### config.mk
export PLATFORM = sky130hd
export DESIGN_NAME = instr_bus_if
export DESIGN_NICKNAME = d
export VERILOG_FILES = /design/src/rtl/instr_bus_if.sv
export SDC_FILE = /design/constraint.sdc
export NUM_CORES = 1
export LEC_CHECK = 0
export BUFFER_PORTS_ARGS = -buffer_cell sky130_fd_sc_hd__buf_2
export CORE_ASPECT_RATIO = 0.75
export CORE_MARGIN = 10
export CORE_UTILIZATION = 24
export DETAILED_ROUTE_END_ITERATION = 10
export GPL_ROUTABILITY_DRIVEN = 0
export PLACE_DENSITY_LB_ADDON = 0.08
export SETUP_SLACK_MARGIN = 0.4
export SYNTH_ARGS = -nofsm -noshare
export SYNTH_HDL_FRONTEND = slang
export SYNTH_SLANG_ARGS = --single-unit
### constraint.sdc
create_clock -name clk -period 1.3 [get_ports clk]
set_input_delay 0.26 -clock clk [delete_from_list [all_inputs] [get_ports clk]]
set_output_delay 0.26 -clock clk [all_outputs]
set_load 0.005 [all_outputs]
### src/rtl/instr_bus_if.sv
`default_nettype none
// +--------------------------------------------------------------------------+
// | Module      : instr_bus_if                                               |
// | Description : Instruction-memory bus interface between fetch and the     |
// |               instruction bus. Issues word-aligned req/gnt transactions, |
// |               caps in-flight requests at NUM_REQS, returns responses in  |
// |               order and drops responses that belong to pre-flush fetches.|
// | Revision    : 1.0 - initial release                                      |
// +--------------------------------------------------------------------------+
module instr_bus_if #(
    parameter int NUM_REQS = 2
) (
    input  logic        clk,
    input  logic        rstn,
    // fetch side
    input  logic        f_req_i,
    input  logic [31:0] f_addr_i,
    output logic        f_gnt_o,
    output logic        f_rvalid_o,
    output logic [31:0] f_rdata_o,
    output logic        f_err_o,
    input  logic        flush_i,
    // bus side
    output logic        mem_req_o,
    output logic [31:0] mem_addr_o,
    input  logic        mem_gnt_i,
    input  logic        mem_rvalid_i,
    input  logic [31:0] mem_rdata_i,
    input  logic        mem_err_i
);

    localparam int CNT_W = $clog2(NUM_REQS + 1);
    localparam logic [CNT_W-1:0] c_MAX_OUTSTANDING = CNT_W'(NUM_REQS);
    localparam logic [CNT_W-1:0] c_ONE             = CNT_W'(1);

    logic [CNT_W-1:0] r_outstanding;
    logic [CNT_W-1:0] r_discard;
    logic [CNT_W-1:0] w_outstanding_nxt;
    logic [CNT_W-1:0] w_discard_nxt;
    logic             w_rsp_valid;
    logic             w_stray_rvalid;
    logic             w_drop;
    logic             w_can_issue;
    logic             w_unused_addr_lsb;

    // A response only counts when something is actually in flight; a stray
    // rvalid with nothing outstanding is ignored entirely.
    assign w_rsp_valid    = mem_rvalid_i & (r_outstanding != '0);
    assign w_stray_rvalid = mem_rvalid_i & (r_outstanding == '0);

    // A same-cycle response frees a slot, so the cap never costs a bubble.
    assign w_can_issue = (r_outstanding < c_MAX_OUTSTANDING) | w_rsp_valid;

    // Request path is purely combinational; fetch holds the address stable.
    assign mem_req_o         = f_req_i & w_can_issue & ~flush_i;
    assign mem_addr_o        = {f_addr_i[31:2], 2'b00};
    assign f_gnt_o           = mem_req_o & mem_gnt_i;
    assign w_unused_addr_lsb = ^f_addr_i[1:0];

    // Responses owed to pre-flush requests are swallowed while discard > 0.
    assign w_drop     = w_rsp_valid & (r_discard != '0);
    assign f_rvalid_o = w_rsp_valid & ~w_drop;
    assign f_rdata_o  = mem_rdata_i;
    assign f_err_o    = mem_err_i & f_rvalid_o;

    // Next-state for the in-flight and discard counters.
    always_comb begin
        w_outstanding_nxt = r_outstanding;
        w_discard_nxt     = r_discard;
        if (f_gnt_o && !w_rsp_valid) begin
            w_outstanding_nxt = r_outstanding + c_ONE;
        end else if (!f_gnt_o && w_rsp_valid) begin
            w_outstanding_nxt = r_outstanding - c_ONE;
        end
        // On flush no grant can happen, so every request still in flight
        // after this cycle's response is marked stale; this re-marks rather
        // than accumulates, keeping discard <= outstanding.
        if (flush_i) begin
            w_discard_nxt = w_outstanding_nxt;
        end else if (w_drop) begin
            w_discard_nxt = r_discard - c_ONE;
        end
    end

    // Counter registers with synchronous active-low reset.
    always_ff @(posedge clk) begin
        if (!rstn) begin
            r_outstanding <= '0;
            r_discard     <= '0;
        end else begin
            r_outstanding <= w_outstanding_nxt;
            r_discard     <= w_discard_nxt;
        end
    end

    // Flag bus protocol violations: a response with nothing outstanding.
    always_ff @(posedge clk) begin
        if (rstn) begin
            assert (!w_stray_rvalid)
                else $warning("instr_bus_if: stray mem_rvalid_i with no outstanding request");
        end
    end

endmodule
`default_nettype wire

### Yosys cells after proc, flatten, opt, wreduce, memory -nomap -nowiden

Cells that the tools add are included.

* register bits: 4
* word-level logic and storage cells: 27
* bits of input ports: 71
* output and inout bits: 68

* add/sub/neg operators: 3
* mux-type cells: 4
* reduce and logical (&&, ||, !) cells: 7
* order comparisons: 1
* bitwise logic cells: 10

Operator list (number)
* 2-bit 2-to-1 mux: 4
* 1-bit AND: 7
* 2-bit nonzero test: 3
* 2-bit by 1-bit subtractor with 2-bit output, second input constant: 2
* 2-bit by 1-bit adder with 2-bit output, second input constant: 1
* 1-bit logical AND: 2
* 1-bit zero test: 2
* 2-bit < comparator, second input constant: 1
* 1-bit inverter: 2
* 1-bit OR: 1

### Longest topological paths before layout

* depth after elaboration: 11
* gate-level depth with buffers: 6
* gate-level depth less buffers: 6

### Worst setup path before layout

No wires, ideal clock.

* path type: register -> output
* start: register r_outstanding[0]
* end: output port mem_req_o
* required time: 1.040 ns
* arrival time: 1.101 ns
* cell stages (with the launch flop): 6
* path buffers: 0
* slack: -0.061 ns
* cells stage by stage: dfxtp_1 > inv_1 > ha_1 > nor2b_4 > nor2_1 > nor3b_1

* word-level cells in the longest chain between the ends: 5
* elaborated cells on any way between the ends: 6
* classes of those cells: 1 x order compare; 4 x bitwise; 1 x reduce/logical

Ends and longest elaborated chain
* start: declaration: line 36 `logic [CNT_W-1:0] r_outstanding;`
* start signal: assignment: line 91 `r_outstanding <= w_outstanding_nxt;`
* 2-bit nonzero test: line 48 `assign w_rsp_valid = mem_rvalid_i & (r_outstanding != '0);`
* 1-bit AND: line 48
* 1-bit OR *: line 52 `assign w_can_issue = (r_outstanding < c_MAX_OUTSTANDING) | w_rsp_valid;`
* 1-bit AND * (2 in a row): line 55 `assign mem_req_o = f_req_i & w_can_issue & ~flush_i;`
* end: declaration: line 24 `output logic mem_req_o,`

Every way passes the cells marked *; elsewhere a longest branch is shown, timed or not.

### Final worst setup path

* start: register r_outstanding[1]
* end: output port mem_req_o

Same word-level chain as after synthesis.

==> insert_results.sql <==
INSERT INTO impl_metrics (metric_group, metric, value, unit) VALUES
('power', 'leakage_power', '0.282', 'nW'),
('final_layout', 'final_net_count', '139', ''),
('worst_setup_path', 'critical_path.max_fanout', '4', ''),
('global_routing', 'grt_antenna_before_repair', '0', ''),
('clock_network', 'ctsLongestPathBuffers', '2', ''),
('drt', 'routed_via_density', '4.05', ''),
('timing', 'timing_hold_violations_final', '0', ''),
('timing', 'worst_slack', '-0.185', 'ns'),
('clock_network', 'clk_root_buffer_cell', 'sky130_fd_sc_hd__clkbuf_8', ''),
('final_layout', 'filler_cell_count', '384', ''),
('final_layout', 'synthToLayoutAreaGrowth', '-26.0', '%'),
('flow_run', 'max_cap_violations', '0', ''),
('timing', 'clock_skew', '0.000407', 'ns'),
('synth', 'yosys_most_used_dff', 'sky130_fd_sc_hd__dfxtp_1', ''),
('global_routing', 'via_count_of_the_first_global_routing_pass', '432', ''),
('final_layout', 'antenna_cells', '0', ''),
('synth', 'synth_edf_count', '0', ''),
('die', 'floorplan.initialDensity', '24.7', '%'),
('global_routing', 'met2_usage', '5.40', '%'),
('synth', 'postSynth.asyncResetShare', '0', '%'),
('power', 'power.density', '1410', 'mW/mm²'),
('synth', 'synth.ff_latch_count', '4', ''),
('timing', 'finalSetupViolCount', '7', ''),
('clock_network', 'hold_bufs_inserted_after_cts', '0', ''),
('drt', 'wire_length_per_cell', '12.5', 'µm'),
('die', 'row_count', '18', ''),
('drt', 'num_vias', '421', ''),
('die', 'fp.dieW', '86.6', 'µm'),
('synth', 'synth_top_cells_by_area', 'sky130_fd_sc_hd__buf_4, sky130_fd_sc_hd__dfxtp_1, sky130_fd_sc_hd__ha_1', ''),
('timing', 'hold_slack', '0.343', 'ns'),
('die', 'die_area', '0.00606', 'mm²'),
('global_routing', 'gr-usage-met3', '3.48', '%'),
('synth', 'synthesis.area', '800', 'µm²'),
('worst_setup_path', 'critPathArrivalTime', '1.23', 'ns'),
('die', 'boundaryPins', '139', ''),
('global_routing', 'groute.usage.overall', '3.86', '%'),
('die', 'fp.coreArea', '0.00324', 'mm²'),
('synth', 'synth_top_cell_by_area', 'sky130_fd_sc_hd__buf_4', ''),
('status', 'failed_checks', 'setup timing', ''),
('clock_network', 'worst_skew_pair.late_latency', '0.21', 'ns'),
('timing', 'finalWorstPathRequiredPeriod', '1.49', 'ns'),
('timing', 'grt_setup_unrepaired', 'true', ''),
('clock_network', 'cts_tree', 'yes', ''),
('timing', 'layout_worst_path_cycle_share', '114', '%'),
('drt', 'drc', '0', ''),
('worst_hold_path', 'worstHoldPathType', 'in -> reg', ''),
('placed_design', 'place.detailed.hpwl', '1040', 'µm'),
('global_routing', 'globalRoute.totalOverflow', '0', ''),
('worst_setup_path', 'path_class', 'reg -> out', ''),
('synth', 'synth_top_area_share', '60.1', '%'),
('drt', 'first_iteration_detailed_routing_drc_count', '6', ''),
('synth', 'syn_inst', '102', ''),
('clock_network', 'clock_sink_total', '4', ''),
('global_routing', 'grt_use_met1', '2.95', '%'),
('worst_setup_path', 'start_kind', 'flop', ''),
('die', 'die_height', '70.0', 'µm'),
('synth', 'post_syn_area_per_cell', '7.84', 'µm²'),
('status', 'status', 'finished with violations', ''),
('worst_setup_path', 'path_cells', 'inv_2 > ha_4 > nor2b_4 > nor2_4 > nor3b_2 > buf_2', ''),
('global_routing', 'grt.busiest_layer', 'met2', ''),
('worst_setup_path', 'crit_required', '1.04', 'ns'),
('timing', 'fmaxAchievable', '673', 'MHz'),
('power', 'worst_ir_drop_vdd', '0.000282', 'V'),
('synth', 'synthTopCellsByCount', 'sky130_fd_sc_hd__buf_4, sky130_fd_sc_hd__inv_1, sky130_fd_sc_hd__dfxtp_1', ''),
('placed_design', 'port_buffers', '10', ''),
('global_routing', 'grt_pass1_wl', '1910', 'µm'),
('clock_network', 'htreeDepth', '1', ''),
('worst_setup_path', 'cell_with_the_largest_stage_delay_on_the_worst_path', 'sky130_fd_sc_hd__dfxtp_2', ''),
('clock_network', 'cts-buffers-inserted', '3', ''),
('synth', 'yosys_warnings', '0', ''),
('clock_network', 'clk_pin_slew', '0.03', 'ns'),
('final_layout', 'post_route_cells_drive_above_1_share', '59.4', '%'),
('drt', 'drt_wl_total', '1300', 'µm'),
('drt', 'postRouteAntennaNets', '0', ''),
('synth', 'post-synth-top-count-cell', 'sky130_fd_sc_hd__buf_4', ''),
('global_routing', 'grt_max_degree', '6', ''),
('final_layout', 'post-route-util', '18.2', '%'),
('worst_setup_path', 'critPathMaxStageDelay', '0.32', 'ns'),
('synth', 'synthDistinctLibCells', '22', ''),
('worst_setup_path', 'setup.worst_path.end_class', 'output port', ''),
('timing', 'timing.final.max_slew_violations', '0', ''),
('synth', 'synth_seq_area_share', '10.0', '%'),
('drt', 'detailedRoute.firstPassIterationCount', '2', '');
==> area by class of cell <==
type                            instances  area, µm²  area share [%]
Timing Repair Buffer                   22        144            24.3
Sequential cell                         4       82.6            14.0
Inverter                                5       18.8            3.17
Tap cell                               40       50.0            8.46
Clock buffer                            3       41.3            6.98
Multi-Input combinational cell         30        255            43.1
==> cells by family (layout without fill, tap and decap cells) <==
logic type / count (synthesis) / after routing / synth area share (%)
buffers and inverters: 69 / 30 / 62.4
other: 1 / 2 / 0.469
adders and majority gates: 2 / 2 / 3.13
and+or+nand+nor: 14 / 14 / 13.6
AOI/OAI and AO/OA: 9 / 9 / 6.89
xor gates and xnor gates: 2 / 2 / 2.19
DFF: 4 / 4 / 10.0
muxes: 1 / 1 / 1.25
==> worst max-delay path: cells and delay by family, from the launching register on <==
family                   cells  cell delay, ns
flip-flops                   1            0.32
adder cells (fa/ha/maj)      1            0.16
buffers and inverters        2            0.18
AND/OR/NAND/NOR              3            0.34
==> cells in the final DEF (no fill, tap or decap), types with 2 or more instances in the layout <==
cell and instances:
sky130_fd_sc_hd__a21boi_1 2, sky130_fd_sc_hd__a21oi_1 2, sky130_fd_sc_hd__buf_2 10, sky130_fd_sc_hd__buf_4 11, sky130_fd_sc_hd__clkbuf_8 3, sky130_fd_sc_hd__conb_1 2, sky130_fd_sc_hd__dfxtp_1 2, sky130_fd_sc_hd__dfxtp_2 2
sky130_fd_sc_hd__inv_1 3, sky130_fd_sc_hd__inv_2 2, sky130_fd_sc_hd__nand2_1 3, sky130_fd_sc_hd__nor2_1 2, sky130_fd_sc_hd__o21ai_1 2, sky130_fd_sc_hd__xnor2_1 2
==> flip-flops by register name, summed over array words and instances, names as in the netlist <==
| register | cells |
|---|---|
| r_discard | 2 |
| r_outstanding | 2 |
==> per-layer routing <==
layer	wire length [µm]	vias to the layer above	part of all wire [%]
met1	410	182	32
met3	238	18	18
li1	-	176	-
met5	0	-	0
met2	581	45	45
met4	70	0	5.4
==> final timing paths <==
path	start	end	slack, ns	depth (start not counted)
min reg2reg	r_discard[0]	r_discard[0]	0.56	2
max reg2reg	r_outstanding[1]	r_outstanding[0]	-0.08	8
min	rstn	r_outstanding[1]	0.34	2
max	r_outstanding[1]	mem_req_o	-0.19	6
==> stage by stage <==
| stage | total power, mW | cell area, µm² | instances | TNS [ns] | setup WS [ns] |
|---|---|---|---|---|---|
| after global routing | 0.906 | 592 | 104 | -1.33 | -0.261 |
| after CTS | 0.820 | 569 | 101 | -0.835 | -0.221 |
| after floorplan | 0.553 | 833 | 103 | 0 | 0.0778 |
| after detailed placement | 0.518 | 498 | 95 | -0.0247 | -0.0131 |
| after global placement | 0.527 | 498 | 95 | -0.0470 | -0.0315 |
| final | 0.837 | 592 | 104 | -0.713 | -0.185 |
==> power by group <==
| part | internal [mW] | switching (mW) |
|---|---|---|
| registers | 0.152 | 0.0143 |
| clock network | 0.197 | 0.0631 |
| logic | 0.240 | 0.170 |
| total | 0.589 | 0.248 |
==> repair_timing <==
item	4_1_cts	5_1_grt
pin swaps	6	4
gates resized for setup	2	0
gates cloned	0	0
buffers inserted	3	3
endpoints found under the setup margin	8	8
No activity file was read; power rests on OpenSTA's default activity.
